==> config.mk <==
export PLATFORM = sky130hd
export DESIGN_NAME = filter_sequencer
export DESIGN_NICKNAME = d
export VERILOG_FILES = /design/src/rtl/filter_seq_pkg.sv /design/src/rtl/filter_sequencer_sync_fifo.sv /design/src/rtl/filter_sequencer.sv
export SDC_FILE = /design/constraint.sdc
export NUM_CORES = 1
export LEC_CHECK = 0
export ABC_AREA = 1
export CAP_MARGIN = 10
export CORE_MARGIN = 2
export CORE_UTILIZATION = 55
export CTS_CLUSTER_SIZE = 25
export DETAILED_ROUTE_END_ITERATION = 10
export GPL_TIMING_DRIVEN = 0
export PLACE_DENSITY = 0.77
export SLEW_MARGIN = 20
export SYNTH_ARGS = -nofsm -noshare
export SYNTH_HDL_FRONTEND = slang
export SYNTH_SLANG_ARGS = --single-unit
==> constraint.sdc <==
create_clock -name clk -period 3.2 [get_ports clk]
set_input_delay 0.64 -clock clk [delete_from_list [all_inputs] [get_ports clk]]
set_output_delay 0.64 -clock clk [all_outputs]
set_load 0.05 [all_outputs]
==> src/rtl/filter_seq_pkg.sv <==
// filter_seq_pkg
// Shared types and default constants for the I/Q filter sequencer.
//   DEFAULT_W     : sample width (signed two's complement)
//   DEFAULT_BURST : consecutive samples issued per burst
//   DEFAULT_GAP   : idle cycles forced after each burst
//   sample_t      : one signed sample
//   pair_t        : one I/Q sample pair
//   seq_state_t   : issue pacing states
package filter_seq_pkg;

    localparam int DEFAULT_W     = 5;
    localparam int DEFAULT_BURST = 4;
    localparam int DEFAULT_GAP   = 1;

    typedef logic signed [DEFAULT_W-1:0] sample_t;

    typedef struct packed {
        sample_t i;
        sample_t q;
    } pair_t;

    typedef enum logic [1:0] {
        ST_IDLE  = 2'd0,
        ST_BURST = 2'd1,
        ST_GAP   = 2'd2
    } seq_state_t;

endpackage

==> src/rtl/filter_sequencer_sync_fifo.sv <==
// sync_fifo
// Single-clock FIFO with a registered occupancy count.
// Ports:
//   clk, reset      : clock, asynchronous active-high reset
//   push_i, wdata_i : write request and data
//   pop_i           : read request; rdata_o shows the head entry (show-ahead)
//   full_o, empty_o : status derived from the registered count
// A push into a full FIFO is accepted only when a pop happens in the same
// cycle; callers that must never push while full gate push_i themselves.
// Pushes that are not accepted are silently discarded.
module sync_fifo
    import filter_seq_pkg::*;
#(
    parameter int WIDTH = 8,
    parameter int DEPTH = 4
) (
    input  logic             clk,
    input  logic             reset,
    input  logic             push_i,
    input  logic             pop_i,
    input  logic [WIDTH-1:0] wdata_i,
    output logic [WIDTH-1:0] rdata_o,
    output logic             full_o,
    output logic             empty_o
);

    localparam int AW = $clog2(DEPTH);

    logic [WIDTH-1:0] mem_q [DEPTH];
    logic [AW-1:0]    rd_ptr_q;
    logic [AW-1:0]    wr_ptr_q;
    logic [AW:0]      count_q;
    logic             wr_en;
    logic             rd_en;

    assign full_o  = (count_q == (AW+1)'(DEPTH));
    assign empty_o = (count_q == '0);
    assign rd_en   = pop_i & ~empty_o;
    assign wr_en   = push_i & (~full_o | rd_en);
    assign rdata_o = mem_q[rd_ptr_q];

    // NOTE: sequential state is updated with non-blocking assignments so every
    // register samples pre-edge values regardless of statement order.
    always_ff @(posedge clk or posedge reset) begin
        if (reset) begin
            rd_ptr_q <= '0;
            wr_ptr_q <= '0;
            count_q  <= '0;
        end else begin
            if (wr_en) wr_ptr_q <= wr_ptr_q + AW'(1);
            if (rd_en) rd_ptr_q <= rd_ptr_q + AW'(1);
            case ({wr_en, rd_en})
                2'b10:   count_q <= count_q + (AW+1)'(1);
                2'b01:   count_q <= count_q - (AW+1)'(1);
                default: count_q <= count_q;
            endcase
        end
    end

    // NOTE: the storage array is deliberately not reset; emptiness is tracked
    // by the pointers and count, so stale contents are never observable.
    always_ff @(posedge clk) begin
        if (wr_en) mem_q[wr_ptr_q] <= wdata_i;
    end

endmodule

==> src/rtl/filter_sequencer.sv <==
// filter_sequencer
// Feeds paired I/Q low-pass filters from an input pair FIFO using a
// burst/gap duty pattern, then re-aligns the two filter output streams into
// one paired stream. A push into a full alignment FIFO drops the sample and
// sets the sticky err flag.
// Ports:
//   clk, reset                 : clock, asynchronous active-high reset
//   s_valid/s_ready/s_i/s_q    : input pair stream
//   f_in_valid/fi_data/fq_data : registered issue to both filters
//   fi_pret/fq_pret            : filter ready inputs
//   fi_out_valid/fi_out        : I filter result
//   fq_out_valid/fq_out        : Q filter result
//   m_valid/m_i/m_q            : aligned output pair (always accepted)
//   err                        : sticky alignment overflow
// Optional macro FILTER_SEQ_STATS_EN adds issued_cnt/paired_cnt
// (16-bit wrapping counters of issued pairs and m_valid pulses).
module filter_sequencer
    import filter_seq_pkg::*;
#(
    parameter int W           = DEFAULT_W,
    parameter int IN_DEPTH    = 4,
    parameter int ALIGN_DEPTH = 4,
    parameter int BURST       = DEFAULT_BURST,
    parameter int GAP         = DEFAULT_GAP
) (
    input  logic         clk,
    input  logic         reset,
    input  logic         s_valid,
    output logic         s_ready,
    input  logic [W-1:0] s_i,
    input  logic [W-1:0] s_q,
    output logic         f_in_valid,
    output logic [W-1:0] fi_data,
    output logic [W-1:0] fq_data,
    input  logic         fi_pret,
    input  logic         fq_pret,
    input  logic         fi_out_valid,
    input  logic [W-1:0] fi_out,
    input  logic         fq_out_valid,
    input  logic [W-1:0] fq_out,
    output logic         m_valid,
    output logic [W-1:0] m_i,
    output logic [W-1:0] m_q,
    output logic         err
`ifdef FILTER_SEQ_STATS_EN
    ,
    output logic [15:0]  issued_cnt,
    output logic [15:0]  paired_cnt
`endif
);

    localparam int BW = $clog2(BURST + 1);
    localparam int GW = (GAP > 1) ? $clog2(GAP) : 1;

    // ---------------- input pair FIFO ----------------
    logic           in_full;
    logic           in_empty;
    logic [2*W-1:0] in_rdata;
    logic           in_push;
    logic           can_issue;
    logic           rdy_q;

    // rdy_q keeps s_ready low during reset and until the first clock after it.
    assign s_ready = rdy_q & ~in_full;
    assign in_push = s_valid & s_ready;

    sync_fifo #(.WIDTH(2*W), .DEPTH(IN_DEPTH)) u_in_fifo (
        .clk     (clk),
        .reset   (reset),
        .push_i  (in_push),
        .pop_i   (can_issue),
        .wdata_i ({s_i, s_q}),
        .rdata_o (in_rdata),
        .full_o  (in_full),
        .empty_o (in_empty)
    );

    // ---------------- issue pacing FSM ----------------
    seq_state_t     state_q;
    logic [BW-1:0]  bcnt_q;
    logic [GW-1:0]  gcnt_q;
    logic           f_in_valid_q;
    logic [W-1:0]   fi_data_q;
    logic [W-1:0]   fq_data_q;

    assign can_issue = ~in_empty & fi_pret & fq_pret &
                       ((state_q == ST_IDLE) | (state_q == ST_BURST));

    always_ff @(posedge clk or posedge reset) begin
        if (reset) begin
            rdy_q        <= 1'b0;
            state_q      <= ST_IDLE;
            bcnt_q       <= '0;
            gcnt_q       <= '0;
            f_in_valid_q <= 1'b0;
            fi_data_q    <= '0;
            fq_data_q    <= '0;
        end else begin
            rdy_q        <= 1'b1;
            f_in_valid_q <= can_issue;
            if (can_issue) begin
                fi_data_q <= in_rdata[2*W-1:W];
                fq_data_q <= in_rdata[W-1:0];
            end
            unique case (state_q)
                ST_IDLE, ST_BURST: begin
                    if (can_issue) begin
                        // bcnt counts issues already made in this burst, so
                        // BURST-1 means this issue completes it.
                        if (bcnt_q == BW'(BURST - 1)) begin
                            bcnt_q  <= '0;
                            state_q <= (GAP == 0) ? ST_IDLE : ST_GAP;
                        end else begin
                            bcnt_q  <= bcnt_q + BW'(1);
                            state_q <= ST_BURST;
                        end
                    end
                end
                ST_GAP: begin
                    if (gcnt_q == GW'(GAP - 1)) begin
                        gcnt_q  <= '0;
                        state_q <= ST_IDLE;
                    end else begin
                        gcnt_q  <= gcnt_q + GW'(1);
                    end
                end
                default: state_q <= ST_IDLE;
            endcase
        end
    end

    assign f_in_valid = f_in_valid_q;
    assign fi_data    = fi_data_q;
    assign fq_data    = fq_data_q;

    // ---------------- output alignment ----------------
    logic         ai_full, ai_empty, aq_full, aq_empty;
    logic [W-1:0] ai_rdata, aq_rdata;
    logic         pop_both;
    logic         drop_i, drop_q;
    logic         m_valid_q;
    logic [W-1:0] m_i_q, m_q_q;
    logic         err_q;

    assign pop_both = ~ai_empty & ~aq_empty;
    // A same-cycle pop frees a slot, so only a push into a full FIFO that is
    // not also being popped loses data.
    assign drop_i   = fi_out_valid & ai_full & ~pop_both;
    assign drop_q   = fq_out_valid & aq_full & ~pop_both;

    sync_fifo #(.WIDTH(W), .DEPTH(ALIGN_DEPTH)) u_align_i (
        .clk     (clk),
        .reset   (reset),
        .push_i  (fi_out_valid),
        .pop_i   (pop_both),
        .wdata_i (fi_out),
        .rdata_o (ai_rdata),
        .full_o  (ai_full),
        .empty_o (ai_empty)
    );

    sync_fifo #(.WIDTH(W), .DEPTH(ALIGN_DEPTH)) u_align_q (
        .clk     (clk),
        .reset   (reset),
        .push_i  (fq_out_valid),
        .pop_i   (pop_both),
        .wdata_i (fq_out),
        .rdata_o (aq_rdata),
        .full_o  (aq_full),
        .empty_o (aq_empty)
    );

    always_ff @(posedge clk or posedge reset) begin
        if (reset) begin
            m_valid_q <= 1'b0;
            m_i_q     <= '0;
            m_q_q     <= '0;
            err_q     <= 1'b0;
        end else begin
            m_valid_q <= pop_both;
            if (pop_both) begin
                m_i_q <= ai_rdata;
                m_q_q <= aq_rdata;
            end
            if (drop_i | drop_q) err_q <= 1'b1;
        end
    end

    assign m_valid = m_valid_q;
    assign m_i     = m_i_q;
    assign m_q     = m_q_q;
    assign err     = err_q;

`ifdef FILTER_SEQ_STATS_EN
    logic [15:0] issued_cnt_q;
    logic [15:0] paired_cnt_q;

    always_ff @(posedge clk or posedge reset) begin
        if (reset) begin
            issued_cnt_q <= '0;
            paired_cnt_q <= '0;
        end else begin
            if (can_issue) issued_cnt_q <= issued_cnt_q + 16'd1;
            if (m_valid_q) paired_cnt_q <= paired_cnt_q + 16'd1;
        end
    end

    assign issued_cnt = issued_cnt_q;
    assign paired_cnt = paired_cnt_q;
`endif

endmodule

==> metrics.md <==
| Metric | Value |
|---|---|
| Die ar. | 11170 sq um |
| Max-slew headroom | 0.3079 |
| Synth unique cells | 25 |
| Residual DRC | 0 |
| Crit end category | output pin |
| WL final | 10560 um |
| Period utilization | 0.8328 |
| Startpoint Class | flop |
| Pre-antenna DRT Iters | 4 |
| # resized after CTS | 0 |
| Synth Register Bits | roughly 130 |
| Initial antenna violation count | 0 |
| Die H | approximately 110 um |
| Final ANT Viol Nets | 0 |
| Detailed Route Iter0 Violations | roughly 160 |
| Maximum capacitance violations | 0 |
| Worst vdd ir | 543.1 uV |
| Tmin final | 2.665 ns |
| Setup TNS | 0 ns |
| Root buf cell | clkbuf_8 |
| Placed Cells | 764 |
| Status | completed |
| Clock power frac | 0.277 |
| First-pass GRT wire length | 17840 um |
| Commonest non-fill, non-tap cell in the layout | nand2_1 |
| Post-synthesis cell count | 577 |
| Combinational group share of total power | 0.383 |
| Synthesized area | ~5700 sq um |
| Max-slew violation count | 0 |
| Area Overhead vs Synth | 23.00% |
| CTS max path bufs | 2 |
| Clock Latency Late Sink | a little over 0.5 ns |
| Worst Path Arrival | just over 2 ns |
| Avg Synthesized Cell Area | 9.860 sq um |
| P_sw | roughly 2.7 mW |
| DR WL/cell | 13.26 um |
| Flop pwr share | 0.339 |
| Seq/Total Area, Yosys | 0.6378 |
| TritonCTS buffer count | 17 |
| Starting Density | 0.5586 |
| RSZ-0062 raised after global routing | false |
| Final std cells w/o fill | 796 |
| Post-DP HPWL | about 7000 um |
| Ys Warns | 0 |
| CTS tree | yes |
| Core Rows | 37 |
| Worst R2R Start | u_align_q.count_q[0] |
| Worst path required time | between 2 and 3 ns |
| PwrDens | 1030 nW/um^2 |
| Sw frac | 0.3792 |
| Leak pwr | 3.239 nW |
| Post-Place Cell Area | roughly 6400 sq um |
| Largest net degree at the start of global routing | 33 |
| Nets | just under 700 |
| Via Count | 3820 |
| Final setup vio count | 0 |
| Post-CTS setup buffer count | 0 |
| CTS sink cnt | around 130 |
| Fmax | 375.3 MHz |
| Share of cells above drive strength 1 | 0.09848 |
| Total gr overflow | 0 |
| Worst setup path start | u_in_fifo.count_q[0] |
| Vias per inst | between 4 and 5 |
| IO Port Bufs | 50 |
| Worst-Margin Slew | 1.034 ns |
| GRT Resource Usage Total | 0.2069 |
| Count of inserted antenna diode cells | 0 |
| Post-CTS Hold Fix Bufs | 0 |
| CP max FO | 3 |
| Skew final | 0.01343 ns |
| Vias in the first global route | 4077 |
| Internal | 4.475 mW |
| # fillers | 740 |
| IO Count | 51 |
| Most frequent cells in the layout | 213 x nand2_1, 80 x edfxtp_1, 76 x inv_1, 58 x nor2_1, 50 x clkdlybuf4s50_1 |
| Hold violation count in the final report | 0 |
| Placer Congestion | about 0.8 |
| HP Class | in2async |
| Die width | 105.7 um |
| WS Path Type | reg2out |
| CTS H-tree lvls | 4 |
| Post-route design area | ~7000 sq um |
| Reg clk slew, reported paths | 0.06 ns |
| Syn_nets | just over 600 |
| Core outline area | 10180 sq um |
[metal layers]
layer / wire length (um) / global-route usage / vias up
met5: 0 / 0 / -
met4: 124 / 0.09492 / 0
met3: 439 / 0.05380 / 11
met2: 5605 / 0.3719 / 90
met1: 4386 / 0.2288 / 1797
li1: - / - / 1922
[area by class of cell]
class	count	area [sq um]	share of cell area
multi-input cells	346	1625	0.2323
inverters	86	322.8	0.04613
flip-flops and latches	129	3628	0.5185
well taps	136	170.2	0.02432
clock inverters	14	200.2	0.02861
plain buffers	16	112.6	0.01609
repair buffers	51	520.5	0.07438
clock buffers	18	417.9	0.05972
[final timing paths]
check	end	slack (ns)	depth (start not counted)
max in group asynchronous	m_i[1]	2.22	3
worst min register to register	m_i[2]	0.47	2
min in group clk	m_i[2]	0.47	2
worst max register to register	u_align_i.count_q[2]	1.04	11
worst max-delay path	s_ready	0.54	4
worst min-delay path	m_i[4]	0.45	2
[synth_stat cells]
| master | instances | area (sq um) |
|---|---|---|
| a21oi_1 | 3 | 15.01 |
| nand2_2 | 3 | 18.77 |
| o21ai_1 | 3 | 15.01 |
| xor2_1 | 3 | 26.28 |
| nand3b_1 | 1 | 7.510 |
| o21ai_0 | 6 | 30.03 |
| buf_2 | 6 | 30.03 |
| nand3_1 | 20 | 100.1 |
| xnor2_1 | 8 | 70.07 |
| ha_1 | 16 | 200.2 |
| fa_1 | 3 | 60.06 |
| clkinv_1 | 1 | 3.750 |
| buf_6 | 2 | 22.52 |
| edfxtp_1 | 80 | 2402 |
| nand3_2 | 3 | 30.03 |
| conb_1 | 1 | 3.750 |
| nand2_1 | 213 | 799.5 |
| buf_4 | 8 | 60.06 |
| inv_2 | 8 | 30.03 |
| inv_1 | 77 | 289.0 |
| and2_1 | 1 | 6.260 |
| dfrtp_1 | 49 | 1226 |
| or2_2 | 3 | 18.77 |
| nor2_1 | 58 | 217.7 |
| nand4_1 | 1 | 6.260 |
[worst max-delay path, cell delays in order (launching register included)]
cell             delay, ns
dfrtp_1               0.37
inv_2                 0.07
nand3_1               0.12
and2_1                0.16
clkdlybuf4s50_1       0.80
[flip-flops by register name, indices dropped and copies added, names as in the netlist, 2 cells and up]
signal and count:
u_align_q.wr_ptr_q 2, bcnt_q 3, u_align_q.count_q 3, u_align_q.mem_q 20, u_align_i.wr_ptr_q 2, m_q 5
u_in_fifo.mem_q 40, u_in_fifo.wr_ptr_q 2, m_i 5, u_align_i.mem_q 20, u_in_fifo.count_q 3, fq_data 5
u_align_i.count_q 3, u_align_i.rd_ptr_q 2, u_in_fifo.rd_ptr_q 2, u_align_q.rd_ptr_q 2, fi_data 5
[metrics by stage]
stage                 util  setup WS (ns)  hold slack (ns)  power, mW
finish              0.6871         0.5352           0.4545      7.208
global route        0.6871         0.4406           0.4788      7.707
CTS                 0.6871         0.5013           0.4499      7.255
detailed placement  0.6264         0.3839           0.4645      5.221
global placement    0.6244         0.3337           0.4615      5.093
floorplan                -          1.040           0.4498      4.457
[power by group through the flow]
stage                     registers, mW  logic (mW)  clock network (mW)
final                              2.45        2.76                2.00
after global routing               2.49        3.11                2.11
after CTS                          2.45        2.78                2.03
after detailed placement           2.47        2.75                   0
after global placement             2.45        2.64                   0
after floorplan                    2.91        1.54                   0
[kinds of logic (layout without fill, tap and decap cells)]
group | Yosys count | in the layout | synth area share
adders and majority gates | 19 | 19 | 0.04574
and+or+nand+nor | 303 | 303 | 0.2118
AOI/OAI and AO/OA | 12 | 12 | 0.01056
DFF | 129 | 129 | 0.6378
xor gates and xnor gates | 11 | 11 | 0.01694
other | 1 | 1 | 0.0006591
buffers and inverters | 102 | 185 | 0.07653
Power figures use the tool's default switching activity.
